[src/rtl/mem_bus_arbiter.sv]
// Two-master arbiter sharing one block-wide data memory between an instruction
// cache (read only) and a data cache (read / write-back), round-robin on ties.
module mem_bus_arbiter #(
  parameter int ADDR_W  = 28,
  parameter int BLOCK_W = 128,
  parameter int TIMEOUT = 255
) (
  input  logic               CLK,
  input  logic               RESET,
  input  logic               I_READ,
  input  logic [ADDR_W-1:0]  I_ADDRESS,
  output logic [BLOCK_W-1:0] I_READDATA,
  output logic               I_BUSYWAIT,
  input  logic               D_READ,
  input  logic               D_WRITE,
  input  logic [ADDR_W-1:0]  D_ADDRESS,
  input  logic [BLOCK_W-1:0] D_WRITEDATA,
  output logic [BLOCK_W-1:0] D_READDATA,
  output logic               D_BUSYWAIT,
  output logic               MEM_READ,
  output logic               MEM_WRITE,
  output logic [ADDR_W-1:0]  MEM_ADDRESS,
  output logic [BLOCK_W-1:0] MEM_WRITEDATA,
  input  logic [BLOCK_W-1:0] MEM_READDATA,
  input  logic               MEM_BUSYWAIT,
  output logic               MEM_ERR
);

  typedef enum logic [1:0] {
    IDLE  = 2'd0,
    ISSUE = 2'd1,
    WAIT  = 2'd2,
    RESP  = 2'd3
  } state_t;

  localparam logic GNT_I = 1'b0;
  localparam logic GNT_D = 1'b1;

  state_t             state_r, state_s;
  logic               gnt_r, gnt_s;
  logic               last_r, last_s;
  logic               mem_read_r, mem_read_s;
  logic               mem_write_r, mem_write_s;
  logic [ADDR_W-1:0]  addr_r, addr_s;
  logic [BLOCK_W-1:0] wdata_r, wdata_s;
  logic [BLOCK_W-1:0] data_r, data_s;
  logic [7:0]         wait_cnt_r, wait_cnt_s;
  logic               err_r, err_s;
  logic               i_req_s, d_req_s, pick_d_s;
  logic [8:0]         wait_inc_s;
  logic [7:0]         wait_sat_s;
  logic               timeout_s;

  assign i_req_s    = I_READ;
  assign d_req_s    = D_READ | D_WRITE;
  // On a tie the requester that was not served last wins.
  assign pick_d_s   = d_req_s & (~i_req_s | (last_r == GNT_I));
  assign wait_inc_s = {1'b0, wait_cnt_r} + 9'd1;
  assign wait_sat_s = (wait_cnt_r == 8'hFF) ? 8'hFF : wait_inc_s[7:0];
  assign timeout_s  = (wait_inc_s >= 9'(TIMEOUT));

  // Next-state, grant capture and transaction bookkeeping.
  always_comb begin
    state_s     = state_r;
    gnt_s       = gnt_r;
    last_s      = last_r;
    mem_read_s  = mem_read_r;
    mem_write_s = mem_write_r;
    addr_s      = addr_r;
    wdata_s     = wdata_r;
    data_s      = data_r;
    wait_cnt_s  = wait_cnt_r;
    err_s       = 1'b0;
    case (state_r)
      IDLE: begin
        if (i_req_s || d_req_s) begin
          state_s = ISSUE;
          if (pick_d_s) begin
            gnt_s       = GNT_D;
            addr_s      = D_ADDRESS;
            wdata_s     = D_WRITEDATA;
            mem_write_s = D_WRITE;
            mem_read_s  = ~D_WRITE;
          end else begin
            gnt_s       = GNT_I;
            addr_s      = I_ADDRESS;
            wdata_s     = '0;
            mem_write_s = 1'b0;
            mem_read_s  = 1'b1;
          end
        end else begin
          state_s = IDLE;
        end
      end
      ISSUE: begin
        state_s    = WAIT;
        wait_cnt_s = 8'd0;
      end
      WAIT: begin
        // A completing memory wins over a timeout on the same edge.
        if (!MEM_BUSYWAIT) begin
          state_s     = RESP;
          data_s      = mem_read_r ? MEM_READDATA : data_r;
          mem_read_s  = 1'b0;
          mem_write_s = 1'b0;
        end else if (timeout_s) begin
          state_s     = RESP;
          data_s      = '0;
          err_s       = 1'b1;
          mem_read_s  = 1'b0;
          mem_write_s = 1'b0;
          wait_cnt_s  = wait_sat_s;
        end else begin
          wait_cnt_s  = wait_sat_s;
        end
      end
      RESP: begin
        last_s  = gnt_r;
        state_s = IDLE;
      end
      default: begin
        state_s     = IDLE;
        mem_read_s  = 1'b0;
        mem_write_s = 1'b0;
      end
    endcase
  end

  // State and datapath registers; reset aborts any transaction in flight.
  always_ff @(posedge CLK or negedge RESET) begin
    if (!RESET) begin
      state_r     <= IDLE;
      gnt_r       <= GNT_I;
      last_r      <= GNT_I;
      mem_read_r  <= 1'b0;
      mem_write_r <= 1'b0;
      addr_r      <= '0;
      wdata_r     <= '0;
      data_r      <= '0;
      wait_cnt_r  <= 8'd0;
      err_r       <= 1'b0;
    end else begin
      state_r     <= state_s;
      gnt_r       <= gnt_s;
      last_r      <= last_s;
      mem_read_r  <= mem_read_s;
      mem_write_r <= mem_write_s;
      addr_r      <= addr_s;
      wdata_r     <= wdata_s;
      data_r      <= data_s;
      wait_cnt_r  <= wait_cnt_s;
      err_r       <= err_s;
    end
  end

  assign MEM_READ      = mem_read_r;
  assign MEM_WRITE     = mem_write_r;
  assign MEM_ADDRESS   = addr_r;
  assign MEM_WRITEDATA = wdata_r;
  assign MEM_ERR       = err_r;
  assign I_READDATA    = data_r;
  assign D_READDATA    = data_r;
  // Busywaits release only during the granted requester's response cycle.
  assign I_BUSYWAIT    = I_READ & ~((state_r == RESP) && (gnt_r == GNT_I));
  assign D_BUSYWAIT    = (D_READ | D_WRITE) & ~((state_r == RESP) && (gnt_r == GNT_D));

endmodule

[config.mk]
export PLATFORM = sky130hd
export DESIGN_NAME = mem_bus_arbiter
export DESIGN_NICKNAME = d
export VERILOG_FILES = /design/src/rtl/mem_bus_arbiter.sv
export SDC_FILE = /design/constraint.sdc
export NUM_CORES = 1
export LEC_CHECK = 0
export CAP_MARGIN = 20
export CORE_AREA = 2 2 286 288
export DETAILED_ROUTE_END_ITERATION = 8
export DIE_AREA = 0 0 288 290
export PLACE_DENSITY = 0.48
export SETUP_SLACK_MARGIN = 0.02
export SLEW_MARGIN = 20
export SYNTH_ARGS = -nofsm -noshare
export SYNTH_HDL_FRONTEND = slang
export SYNTH_SLANG_ARGS = --single-unit
[constraint.sdc]
create_clock -name CLK -period 2.7 [get_ports CLK]
set_input_delay 0.81 -clock CLK [delete_from_list [all_inputs] [get_ports CLK]]
set_output_delay 0.81 -clock CLK [all_outputs]
set_load 0.02 [all_outputs]
# == Word-level counts from Yosys, hierarchy flattened ==
# Cells that the tools add are included.
# word_totals
register_bits,299
word_cells,66
# classes
n_addsub,1
n_lt_le_gt_ge,1
eq_ne,8
mux,24
bitwise,11
reduce_logical,11
# ops
op,n
$mux W128,4
$mux W28,1
$mux W8,2
$pmux W8 S2,1
$mux W1,11
$add A8 B1 Y9 const B,1
$ge A9 B8 Y1 const B,1
$eq A8 B8 Y1 const B,1
$pmux W2 S4,1
$not A1 Y1,6
$reduce_and A3 Y1,2
$reduce_bool A2 Y1,3
$eq A2 B2 Y1 const B,2
$mux W2,2
$ne A2 B2 Y1 const B,2
$pmux W1 S2,2
$reduce_and A2 Y1,2
$and A1 B1 Y1,3
$ne A3 B3 Y1 const B,1
$eq A2 B1 Y1 const B,1
$logic_and A1 B1 Y1,2
$logic_not A2 Y1,1
$ne A2 B1 Y1 const B,1
$or A1 B1 Y1,2
$logic_or A1 B1 Y1,1

# == Longest topological paths before layout ==
# depth
depth_word,6
ltp_mapped,8
ltp_nobuf,6

# == Worst setup path after synthesis ==
# No wires, ideal clock.
# synth_path
path_type,input to output
startpoint,input I_READ
endpoint,output I_BUSYWAIT
arrival_time_ns,1.319
required_time_ns,1.890
path_slack_ns,0.571
stages,1
cell_sequence,a21boi_0
# synth_via
elab_chain_len,1
# synth_rtl
element,line,source
from (decl),10,"input logic I_READ,"
$and A1 B1 Y1,164,assign I_BUSYWAIT = I_READ & ~((state_r == RESP) && (gnt_r == GNT_I));
to (decl),13,"output logic I_BUSYWAIT,"
# No other way between the ends.

# == Worst setup path in the final report ==
# layout_path
startpoint,register data_r[123] (netlist: D_READDATA[123])
endpoint,output D_READDATA[123]
# layout_lines
element,line,source
from (decl),46,"logic [BLOCK_W-1:0] data_r, data_s;"
from (signal assigned),150,data_r <= data_s;
to (decl),18,"output logic [BLOCK_W-1:0] D_READDATA,"
# No word-level cell between the ends.

==> results.ini <==
[setup_path]
reg2regPathDepth=8
critPathSlowestCell=clkdlybuf4s50_1
cp_cell_sequence=clkdlybuf4s50_1
critPathCaptureType=output port
crit_family=buffers and inverters
ff2ff_setup_slack_ps=240
cp_num_cells=1
cp_data_required_time_ps=1890
critical-path-max-stage-delay_ps=710
critical_path_arrival_ps=1800
cp_max_fo=5
cp_num_buf_inv=1
worstSetupPathType=reg -> out
start_kind=flip-flop

[routing]
postRouteAntennaNets=0
via_count=13700
wirelength_um=69200
drc=0
first_pass_iters=4
viasPerCell=4.33
wl_per_cell_um=21.8
dr.first_iter.drc_count=683

[power]
p_per_area_nw_per_um2=1110
cellLeakagePower_nw=10.2
irDropWorstVdd_mv=0.562
p_total_mw=27.4

[floorplanning]
die_h_um=290
core_area_um2=80200
rows=104
fp.dieArea_um2=83500
io_pins=735
die_w_um=288
initial_core_util=0.195

[placed_design]
place_ws_ps=-271
dp_cells=3105
hpwl_um=53300
routabilityCongestion=0.818
numPortBuffers=734

[timing]
rsz0062_at_grt=no
drv_slew=0
clock.fmax_ghz=0.384
fin_crit_ps=2610
finalClockSkew_ps=21.2
setup_viol=0
finalCritPeriodShare=0.966
final-hold-violation-count=0
worstMarginPinSlew_ps=771
slew_headroom=0.486
finalWorstSetupSlack_ps=93.0

[global_route]
grt_max_degree=128
overflow=0
antenna_found_initial=18
track_usage=0.159
grt_pass1_wl_um=98700
grt_pass1_vias=14100

[finish]
area_growth_pct=58.5
fin_nets=2410
post_layout_nonfiller_instances=3177
final_cell_mix=clkdlybuf4s50_1 (726), dfrtp_1 (297), nand2_1 (292)
fill_cells=8202
layout_commonest_cell=clkdlybuf4s50_1
layout-drive-gt1-share=0.121

[clock_network]
htreeDepth=2
clk_latency_ps=550
clk_path_buf_depth=3
cts_tree=done
cts_hold_buf=0
cts_sinks=299
clock-root-buffer=clkbuf_16
cts_setup_buffers=0
numCtsBuffers=39
clk_pin_slew_ps=60
cts-resized-gates=5

[logic_synthesis]
syn-num-nets=1816
yosysWarnings=0
syn_area_um2=15600
ys_seq_area_frac=0.480
netlist-cell-type-count=45
ys_seq_elements=299
synthCells=1492
synth.avg_cell_area_um2=10.5

[run_status]
status=completed

[job]
cap_violations=0

[min_path]
hold_path.class=in -> async

cell type report:
cell class              instances  area [um2]  area share
clock buffers                  56        1130      0.0458
repair buffers                805        8120       0.328
clock inverters                 7         129     0.00521
multi-input cells             933        6470       0.262
well taps                    1060        1330      0.0537
diodes                          9        22.5    0.000911
inverters                       8        30.0     0.00121
flip-flops and latches        299        7490       0.303
flip-flops by register name, indices dropped and copies added, names as in the netlist:
signal         count
last_r             1
MEM_READ           1
MEM_WRITEDATA    128
MEM_ADDRESS       28
D_READDATA       128
MEM_ERR            1
MEM_WRITE          1
gnt_r              1
state_r            2
wait_cnt_r         8
where the power goes:
part	internal [mW]	switching, mW	total [mW]	leakage (nW)
Sequential	6.08	1.61	7.68	3.36
Combinational	6.58	7.81	14.4	6.22
Clock	3.18	2.10	5.28	0.616
Total	15.8	11.5	27.4	10.2
cells by family after synthesis:
| group | share of synthesized area |
|---|---|
| AO/OA/AOI/OAI | 0.252 |
| adder cells (fa/ha/maj) | 0.00481 |
| buffers and inverters | 0.107 |
| flip-flops | 0.480 |
| multiplexers | 0.0201 |
| AND/OR/NAND/NOR | 0.136 |
per-stage QoR:
stage / utilization / TNS [ps] / hold WS [ps] / instance area (um2)
floorplan: - / 0 / 489 / 15600
global placement: 0.292 / -520 / 470 / 23400
detailed placement: 0.292 / -482 / 482 / 23400
CTS: 0.308 / 0 / 226 / 24700
global route: 0.308 / 0 / 249 / 24700
finish: 0.308 / 0 / 254 / 24700
per-layer routing:
| metal | GRT usage | up-vias | part of all wire |
|---|---|---|---|
| met5 | 0 | - | 0.0017 |
| met4 | 0.0724 | 18 | 0.049 |
| met3 | 0.0546 | 116 | 0.087 |
| met2 | 0.285 | 571 | 0.51 |
| met1 | 0.167 | 6635 | 0.36 |
| li1 | - | 6402 | - |
cell usage after synthesis, drive strengths merged:
| cell | n | share of area |
|---|---|---|
| nand3 | 3 | 0.00096 |
| mux2 | 3 | 0.0022 |
| a22o | 128 | 0.072 |
| o31ai | 2 | 0.0018 |
| nand2b | 3 | 0.0012 |
| nor4 | 2 | 0.00080 |
| o221a | 1 | 0.00072 |
| a21boi | 1 | 0.00048 |
| nor3b | 1 | 0.00048 |
| nand4bb | 1 | 0.00072 |
| dfrtp | 299 | 0.48 |
| a21oi | 137 | 0.044 |
| and2 | 6 | 0.0024 |
| a311oi | 1 | 0.00056 |
| o211ai | 3 | 0.0014 |
| nor2 | 9 | 0.0032 |
| a21o | 1 | 0.00048 |
| nor2b | 129 | 0.052 |
| o221ai | 128 | 0.12 |
| or3 | 1 | 0.00040 |
| a31oi | 3 | 0.0012 |
| o31a | 1 | 0.00056 |
| o21ai | 30 | 0.0096 |
| o32a | 1 | 0.0014 |
| a31o | 1 | 0.00056 |
| nor3 | 5 | 0.0016 |
| o21ba | 1 | 0.00064 |
| clkbuf | 88 | 0.021 |
| inv | 8 | 0.0019 |
| o2111a | 1 | 0.00080 |
| mux2i | 28 | 0.018 |
| ha | 6 | 0.0048 |
| and3 | 1 | 0.00040 |
| nand4 | 2 | 0.00080 |
| and4b | 1 | 0.00064 |
| nand2 | 292 | 0.070 |
| buf | 164 | 0.084 |
worst paths after layout:
| kind | start | end |
|---|---|---|
| max in group asynchronous | RESET | D_READDATA[113]$_DFFE_PN0P_ |
| hold reg to reg | MEM_ADDRESS[25]$_DFFE_PN0P_ | MEM_ADDRESS[25]$_DFFE_PN0P_ |
| hold / removal | RESET | D_READDATA[33]$_DFFE_PN0P_ |
| setup reg to reg | wait_cnt_r[0]$_DFFE_PN0P_ | D_READDATA[68]$_DFFE_PN0P_ |
| min in group CLK | MEM_ADDRESS[25]$_DFFE_PN0P_ | MEM_ADDRESS[25]$_DFFE_PN0P_ |
| setup / recovery | D_READDATA[123]$_DFFE_PN0P_ | D_READDATA[123] |
Note: power is estimated with default switching activity, not from simulation.
